===== config.mk =====
export PLATFORM = sky130hd
export DESIGN_NAME = fetch_ctrl_flat
export DESIGN_NICKNAME = d
export VERILOG_FILES = /design/src/rtl/fetch_ctrl_if.sv /design/src/rtl/fetch_ctrl.sv /design/src/flat_wrapper.sv
export SDC_FILE = /design/constraint.sdc
export NUM_CORES = 1
export LEC_CHECK = 0
export ABC_AREA = 1
export CAP_MARGIN = 20
export CORE_UTILIZATION = 40
export CTS_BUF_LIST = sky130_fd_sc_hd__clkbuf_2 sky130_fd_sc_hd__clkbuf_4 sky130_fd_sc_hd__clkbuf_8
export DETAILED_ROUTE_END_ITERATION = 10
export PLACE_DENSITY = 0.6
export SLEW_MARGIN = 20
export SYNTH_ARGS = -nofsm -noshare
export SYNTH_HDL_FRONTEND = slang
export SYNTH_SLANG_ARGS = --single-unit

===== constraint.sdc =====
create_clock -name clk -period 4.01 [get_ports clk]
set_input_delay 0.802 -clock clk [delete_from_list [all_inputs] [get_ports clk]]
set_output_delay 0.802 -clock clk [all_outputs]
set_load 0.03 [all_outputs]

===== src/rtl/fetch_ctrl_if.sv =====
// fetch_ctrl_if: imem req/ack port, redirect/trap inputs and decode-side output of the fetch sequencer
interface fetch_ctrl_if;
    logic        imem_req;
    logic [31:0] imem_addr;
    logic        imem_ack;
    logic [31:0] imem_rdata;
    logic        redirect_valid;
    logic [31:0] redirect_target;
    logic        trap_valid;
    logic        out_valid;
    logic        out_ready;
    logic [31:0] out_pc;
    logic [31:0] out_instr;
    modport master (
        output imem_req, imem_addr, out_valid, out_pc, out_instr,
        input  imem_ack, imem_rdata, redirect_valid, redirect_target, trap_valid, out_ready
    );
    modport slave (
        input  imem_req, imem_addr, out_valid, out_pc, out_instr,
        output imem_ack, imem_rdata, redirect_valid, redirect_target, trap_valid, out_ready
    );
endinterface


===== src/rtl/fetch_ctrl.sv =====
// fetch_ctrl: PC owner and fetch sequencer; one outstanding imem request, output reg plus skid,
// branch/trap redirect with flush and drain of an abandoned request
module fetch_ctrl #(
    parameter logic [31:0] RESET_PC  = 32'h0000_0000,
    parameter logic [31:0] TRAP_VEC  = 32'h0000_0010,
    parameter logic [31:0] NOP_INSTR = 32'h0000_0013
) (
    input logic          clk,
    input logic          reset,
    fetch_ctrl_if.master bus
);
    typedef enum logic [1:0] {IDLE, REQ, STALL, DRAIN} state_e;
    state_e      state_q, state_d;
    logic [31:0] pc_q, pc_d, drain_q, drain_d;
    logic        req_q;
    logic        ov_q, ov_d, sv_q, sv_d;
    logic [31:0] opc_q, opc_d, oins_q, oins_d, spc_q, spc_d, sins_q, sins_d;
    logic        redir, take, can_load, ack;
    assign ack      = bus.imem_ack;
    assign redir    = bus.trap_valid | bus.redirect_valid;
    assign take     = ov_q & bus.out_ready;
    assign can_load = !ov_q | bus.out_ready;
    always_comb begin
        state_d = state_q;
        pc_d    = pc_q;
        drain_d = drain_q;
        ov_d    = take ? 1'b0 : ov_q;
        opc_d   = opc_q;
        oins_d  = take ? NOP_INSTR : oins_q;
        sv_d    = sv_q;
        spc_d   = spc_q;
        sins_d  = sins_q;
        case (state_q)
            IDLE: state_d = REQ;
            REQ: if (ack) begin
                pc_d = pc_q + 32'd4;
                if (can_load) begin
                    ov_d   = 1'b1;
                    opc_d  = pc_q;
                    oins_d = bus.imem_rdata;
                end else begin
                    sv_d    = 1'b1;
                    spc_d   = pc_q;
                    sins_d  = bus.imem_rdata;
                    state_d = STALL;
                end
            end
            STALL: if (take) begin
                ov_d    = 1'b1;
                opc_d   = spc_q;
                oins_d  = sins_q;
                sv_d    = 1'b0;
                state_d = REQ;
            end
            DRAIN: state_d = ack ? REQ : DRAIN;
            default: state_d = IDLE;
        endcase
        // Redirect flushes everything; an unacked request keeps its old address in drain_q
        if (redir) begin
            pc_d   = bus.trap_valid ? TRAP_VEC : {bus.redirect_target[31:2], 2'b00};
            ov_d   = 1'b0;
            oins_d = NOP_INSTR;
            sv_d   = 1'b0;
            if (state_q == REQ && !ack) begin
                state_d = DRAIN;
                drain_d = pc_q;
            end else if (state_q != DRAIN) begin
                state_d = REQ;
            end
        end
    end
    always_ff @(posedge clk) begin
        if (reset) begin
            state_q <= IDLE;
            pc_q    <= {RESET_PC[31:2], 2'b00};
            drain_q <= '0;
            req_q   <= 1'b0;
            ov_q    <= 1'b0;
            opc_q   <= '0;
            oins_q  <= NOP_INSTR;
            sv_q    <= 1'b0;
            spc_q   <= '0;
            sins_q  <= '0;
        end else begin
            state_q <= state_d;
            pc_q    <= pc_d;
            drain_q <= drain_d;
            req_q   <= (state_d == REQ) || (state_d == DRAIN);
            ov_q    <= ov_d;
            opc_q   <= opc_d;
            oins_q  <= oins_d;
            sv_q    <= sv_d;
            spc_q   <= spc_d;
            sins_q  <= sins_d;
        end
    end
    assign bus.imem_req  = req_q;
    assign bus.imem_addr = (state_q == DRAIN) ? drain_q : pc_q;
    assign bus.out_valid = ov_q;
    assign bus.out_pc    = opc_q;
    assign bus.out_instr = oins_q;
endmodule


===== src/flat_wrapper.sv =====
// flat-port wrapper written by rule: the top's interface ports become plain ports
module fetch_ctrl_flat 
#(
    parameter logic [31:0] RESET_PC  = 32'h0000_0000,
    parameter logic [31:0] TRAP_VEC  = 32'h0000_0010,
    parameter logic [31:0] NOP_INSTR = 32'h0000_0013
)
  (clk, reset, bus_imem_req, bus_imem_addr, bus_out_valid, bus_out_pc, bus_out_instr, bus_imem_ack, bus_imem_rdata, bus_redirect_valid, bus_redirect_target, bus_trap_valid, bus_out_ready);
  fetch_ctrl_if bus_i ();
  input logic clk;
  input logic reset;
  output wire logic [$bits(bus_i.imem_req)-1:0] bus_imem_req;
  output wire logic [$bits(bus_i.imem_addr)-1:0] bus_imem_addr;
  output wire logic [$bits(bus_i.out_valid)-1:0] bus_out_valid;
  output wire logic [$bits(bus_i.out_pc)-1:0] bus_out_pc;
  output wire logic [$bits(bus_i.out_instr)-1:0] bus_out_instr;
  input wire logic [$bits(bus_i.imem_ack)-1:0] bus_imem_ack;
  input wire logic [$bits(bus_i.imem_rdata)-1:0] bus_imem_rdata;
  input wire logic [$bits(bus_i.redirect_valid)-1:0] bus_redirect_valid;
  input wire logic [$bits(bus_i.redirect_target)-1:0] bus_redirect_target;
  input wire logic [$bits(bus_i.trap_valid)-1:0] bus_trap_valid;
  input wire logic [$bits(bus_i.out_ready)-1:0] bus_out_ready;
  assign bus_imem_req = bus_i.imem_req;
  assign bus_imem_addr = bus_i.imem_addr;
  assign bus_out_valid = bus_i.out_valid;
  assign bus_out_pc = bus_i.out_pc;
  assign bus_out_instr = bus_i.out_instr;
  assign bus_i.imem_ack = bus_imem_ack;
  assign bus_i.imem_rdata = bus_imem_rdata;
  assign bus_i.redirect_valid = bus_redirect_valid;
  assign bus_i.redirect_target = bus_redirect_target;
  assign bus_i.trap_valid = bus_trap_valid;
  assign bus_i.out_ready = bus_out_ready;
  fetch_ctrl #(.RESET_PC(RESET_PC), .TRAP_VEC(TRAP_VEC), .NOP_INSTR(NOP_INSTR)) u_core (.clk(clk), .reset(reset), .bus(bus_i));
endmodule

# == After elaboration in Yosys (flattened, before gate mapping) ==
# Cells that the tools add are included.
# op_classes
reduce_logical,13
n_eq_ne,9
mux,27
bitwise,4
n_addsub,1
# ops
operator,count
2-to-1 mux 32 bit,12
one-hot mux 32 bit (2 select lines),2
"adder 32 x 3 -> 32 bit, second input constant",1
2-to-1 mux 2 bit,7
one-hot mux 2 bit (4 select lines),1
"== test 2 bit, second input constant",3
nonzero test 2 bit,3
"== test 2 x 1 -> 1 bit, second input constant",2
2-to-1 mux 1 bit,4
"inequality test 2 x 1 -> 1 bit, second input constant",2
"inequality test 2 bit, second input constant",2
AND reduction 2 bit,2
AND reduction 4 bit,1
AND reduction 3 bit,1
logical NOT 1 bit,2
logical NOT 2 bit,1
bitwise OR 1 bit,2
one-hot mux 1 bit (2 select lines),1
OR reduction 2 bit,1
AND 1 bit,1
logical AND 1 bit,1
logical OR 1 bit,1
inverter 1 bit,1
# word_totals
output_inout_bits,98
regBits,196
input_bits,70
word_cells,63

# == Longest topological paths before layout ==
# depth
depth_word,10
mapped_depth,10
ltp_nobuf,10

# == Least setup slack after synthesis ==
# OpenSTA, ideal clock, no wires.
# synth_path
path_kind,reg2out
startpoint,register u_core.state_q[0]
endpoint,output bus_imem_addr[10]
setup_slack_ns,1.656
path_stages_with_launch,5
required_ns,3.208
t_arrival_ns,1.552
n_path_buf,2
cell_sequence,dfxtp_1 -> ha_1 -> clkbuf_1 -> clkbuf_1 -> o21ai_0
# synth_between
elab_chain_cells,2
# synth_rtl
item,line,source
"start, declared",fetch_ctrl.sv:13,"state_e state_q, state_d;"
"start signal, assigned",fetch_ctrl.sv:85,state_q <= state_d;
== test 2 bit,fetch_ctrl.sv:98,assign bus.imem_addr = (state_q == DRAIN) ? drain_q : pc_q;
2-to-1 mux 32 bit,fetch_ctrl.sv:98,
"end, declared",flat_wrapper.sv:13,output wire logic [$bits(bus_i.imem_addr)-1:0] bus_imem_addr;
# Every way passes these cells.

# == Worst setup path in the final report ==
# layout_path
startpoint,register u_core.state_q[0]
endpoint,output bus_imem_addr[21]
# Same word-level chain as after synthesis.

==> reports/results.ini <==
[drt]
postRouteAntennaNets = 0
wirelength_mm = 26.4
drtIter0Drc = 599
wl_per_cell_um = 14.8
viasPerCell = 5.11
vias = 9109
first_pass_iters = 5
drc = 0

[synthesis]
netlist_top_cells_area = dfxtp_1, nand2_1, o21ai_0, a21oi_1, nor2_1
yosysWarnings = 0
netlist_area_um2 = 9170
yosysMostFrequentCell = nand2_1
synthDistinctLibCells = 30
ys_ff_latch = 188
synthArstFlopShare = 0
yosys_most_used_dff = dfxtp_1
yosysTopAreaCell = dfxtp_1
netlist_instances = 1381
synth_common_cells = nand2_1, o21ai_0, a21oi_1
synth_edf_count = 0
avgSynthCellArea_um2 = 6.64
synth_top_cell_area_share = 0.411
synth-seq-area-share = 0.411

[critical_path]
startpoint_type = register
worstRegToRegCells = 7
r2r_end = u_core.bus.out_pc[20]
cp.arrival_ns = 2.54
path_max_fanout = 62
ff2ff_setup_slack_ns = 1.63
required_ns = 3.21
reg2reg_from = u_core.state_q[0]
critPathCaptureType = output pin
critPathKind = reg2out

[pwr]
total_power_mw = 4.12
pwr_density_cell_nw_per_um2 = 365
max-vdd-ir-drop_mv = 0.201
leakage_nw = 4.14

[global_route]
antenna_found_initial = 1
grt_pass1_vias = 8258
grt_overflow = 0
grt_max_degree = 63
grtUsageTotal = 0.226
grt_pass1_wl_mm = 42.9

[sta]
layout_worst_path_cycle_share = 0.834
tns_ns = 0
fin_skew_ns = 0.0185
setup_viol = 0
slew_headroom = 0.392
fin_crit_ns = 3.35
tightest_slew_ns = 0.909
max_freq_ghz = 0.299
finalMaxSlewViolations = 0
hold_viol_final = 0
grt_setup_unrepaired = false
fin_ws_ns = 0.665

[cts]
clk_latency_ns = 0.47
cts_buffers = 17
cts-resized-gates = 0
post_cts_buffers = 0
clock_sinks = 188
clk_pin_slew_ns = 0.09
cts_max_path_buffers = 2
ctsRootBufferMaster = clkbuf_8
cts_hold_buf = 0
cts_tree = yes
h-tree-depth = 4

[final_layout]
fin_util = 0.500
multi_input_area_um2 = 4580
syn_to_final_growth_pct = 23.1
drive_gt1_frac = 0.0534
fillers = 2302
fin_nets = 1561
seqCellArea_um2 = 3760

[placement]
dpl_worst_slack_ns = 1.02
routabilityCongestion = 0.919
dp_hpwl_mm = 17.7
portBuffers = 161

[floorplan]
die_w_um = 153
coreArea_um2 = 22600
die_area_um2 = 23500
die_h_um = 153
ios = 168
rows = 55
initial_core_util = 0.406

[min_path]
min_from = u_core.sins_q[28]
min-delay-path-class = reg2reg
hold_depth = 2
holdPathEnd = u_core.sins_q[28]

[outcome]
status = completed

[run]
drv_cap = 0

-- where the power goes --
group | leakage (nW) | internal [mW] | switching, mW
sequential | 1.53 | 1.95 | 0.0588
clock | 0.203 | 0.618 | 0.704
combinational | 2.41 | 0.294 | 0.489
total | 4.14 | 2.87 | 1.25
-- layout make-up --
cell class                 instances  share of cell area
clock inverter                     9             0.00987
inverter                         106              0.0354
tap                              285              0.0316
antenna                            1            0.000222
sequential                       188               0.334
clock buffer                      22              0.0257
multi-input combinational        992               0.406
timing repair buffer             181               0.157
-- state kept, by name, indices dropped and copies added (netlist names) --
name	count
u_core.bus.imem_req	1
u_core.bus.out_pc	30
u_core.state_q	2
u_core.drain_q	30
u_core.pc_q	30
u_core.bus.out_instr	32
u_core.sins_q	32
u_core.spc_q	30
u_core.bus.out_valid	1
-- worst max-delay path by stage --
stage	from	end	slack, ns	cells after the start
floorplan	u_core.state_q[0]	bus_imem_addr[10]	1.66	4
global placement	bus_out_ready	u_core.bus.out_pc[20]	1.06	7
detailed placement	bus_out_ready	u_core.bus.out_pc[7]	1.02	7
CTS	u_core.state_q[0]	bus_imem_addr[21]	0.64	5
global route	u_core.state_q[0]	bus_imem_addr[3]	0.50	5
finish	u_core.state_q[0]	bus_imem_addr[21]	0.66	5
-- routing by layer --
metal / up-vias / wire [um] / track usage
li1: 4775 / - / -
met1: 4078 / 13100 / 0.321
met4: 0 / 428 / 0.0710
met2: 225 / 11600 / 0.349
met5: - / 0 / 0
met3: 31 / 1190 / 0.0363
-- through the flow --
step | cells | hold slack [ns] | cell area [um2]
4_1_cts | 1783 | 0.452 | 11300
3_3_place_gp | 1752 | 0.435 | 10900
3_5_place_dp | 1752 | 0.439 | 10900
6_report | 1784 | 0.451 | 11300
2_1_floorplan | 1384 | 0.425 | 9180
5_1_grt | 1784 | 0.471 | 11300
-- cell families after synthesis --
logic type,count (synthesis),share of synthesized area
simple gates,465,0.199
other cells,1,0.000409
buf+inv,204,0.0922
fa+ha+maj,5,0.00683
compound gates,516,0.289
xor+xnor,2,0.00191
flops,188,0.411
-- worst max-delay path, cell delays in order, from the launching register on --
cell,delay (ns)
dfxtp_1,0.41
ha_2,0.19
buf_4,0.48
nand2_1,0.11
o21ai_0,0.16
clkdlybuf4s50_1,0.74
-- cells in the final DEF, fill, tap and decap left out, types with 3 or more instances in the layout --
cell,count
a21oi_1,207
inv_2,7
clkbuf_8,20
clkinv_2,3
conb_1,4
dfxtp_1,188
o211ai_1,9
nand2_1,308
clkdlybuf4s50_1,161
nand3_1,26
o21ai_1,66
a31oi_1,5
nor2_1,111
nor2_2,7
nand2_2,8
o31ai_1,4
inv_1,98
ha_1,3
o21ai_0,219
buf_4,19
Note: power is estimated with default switching activity, not from simulation.
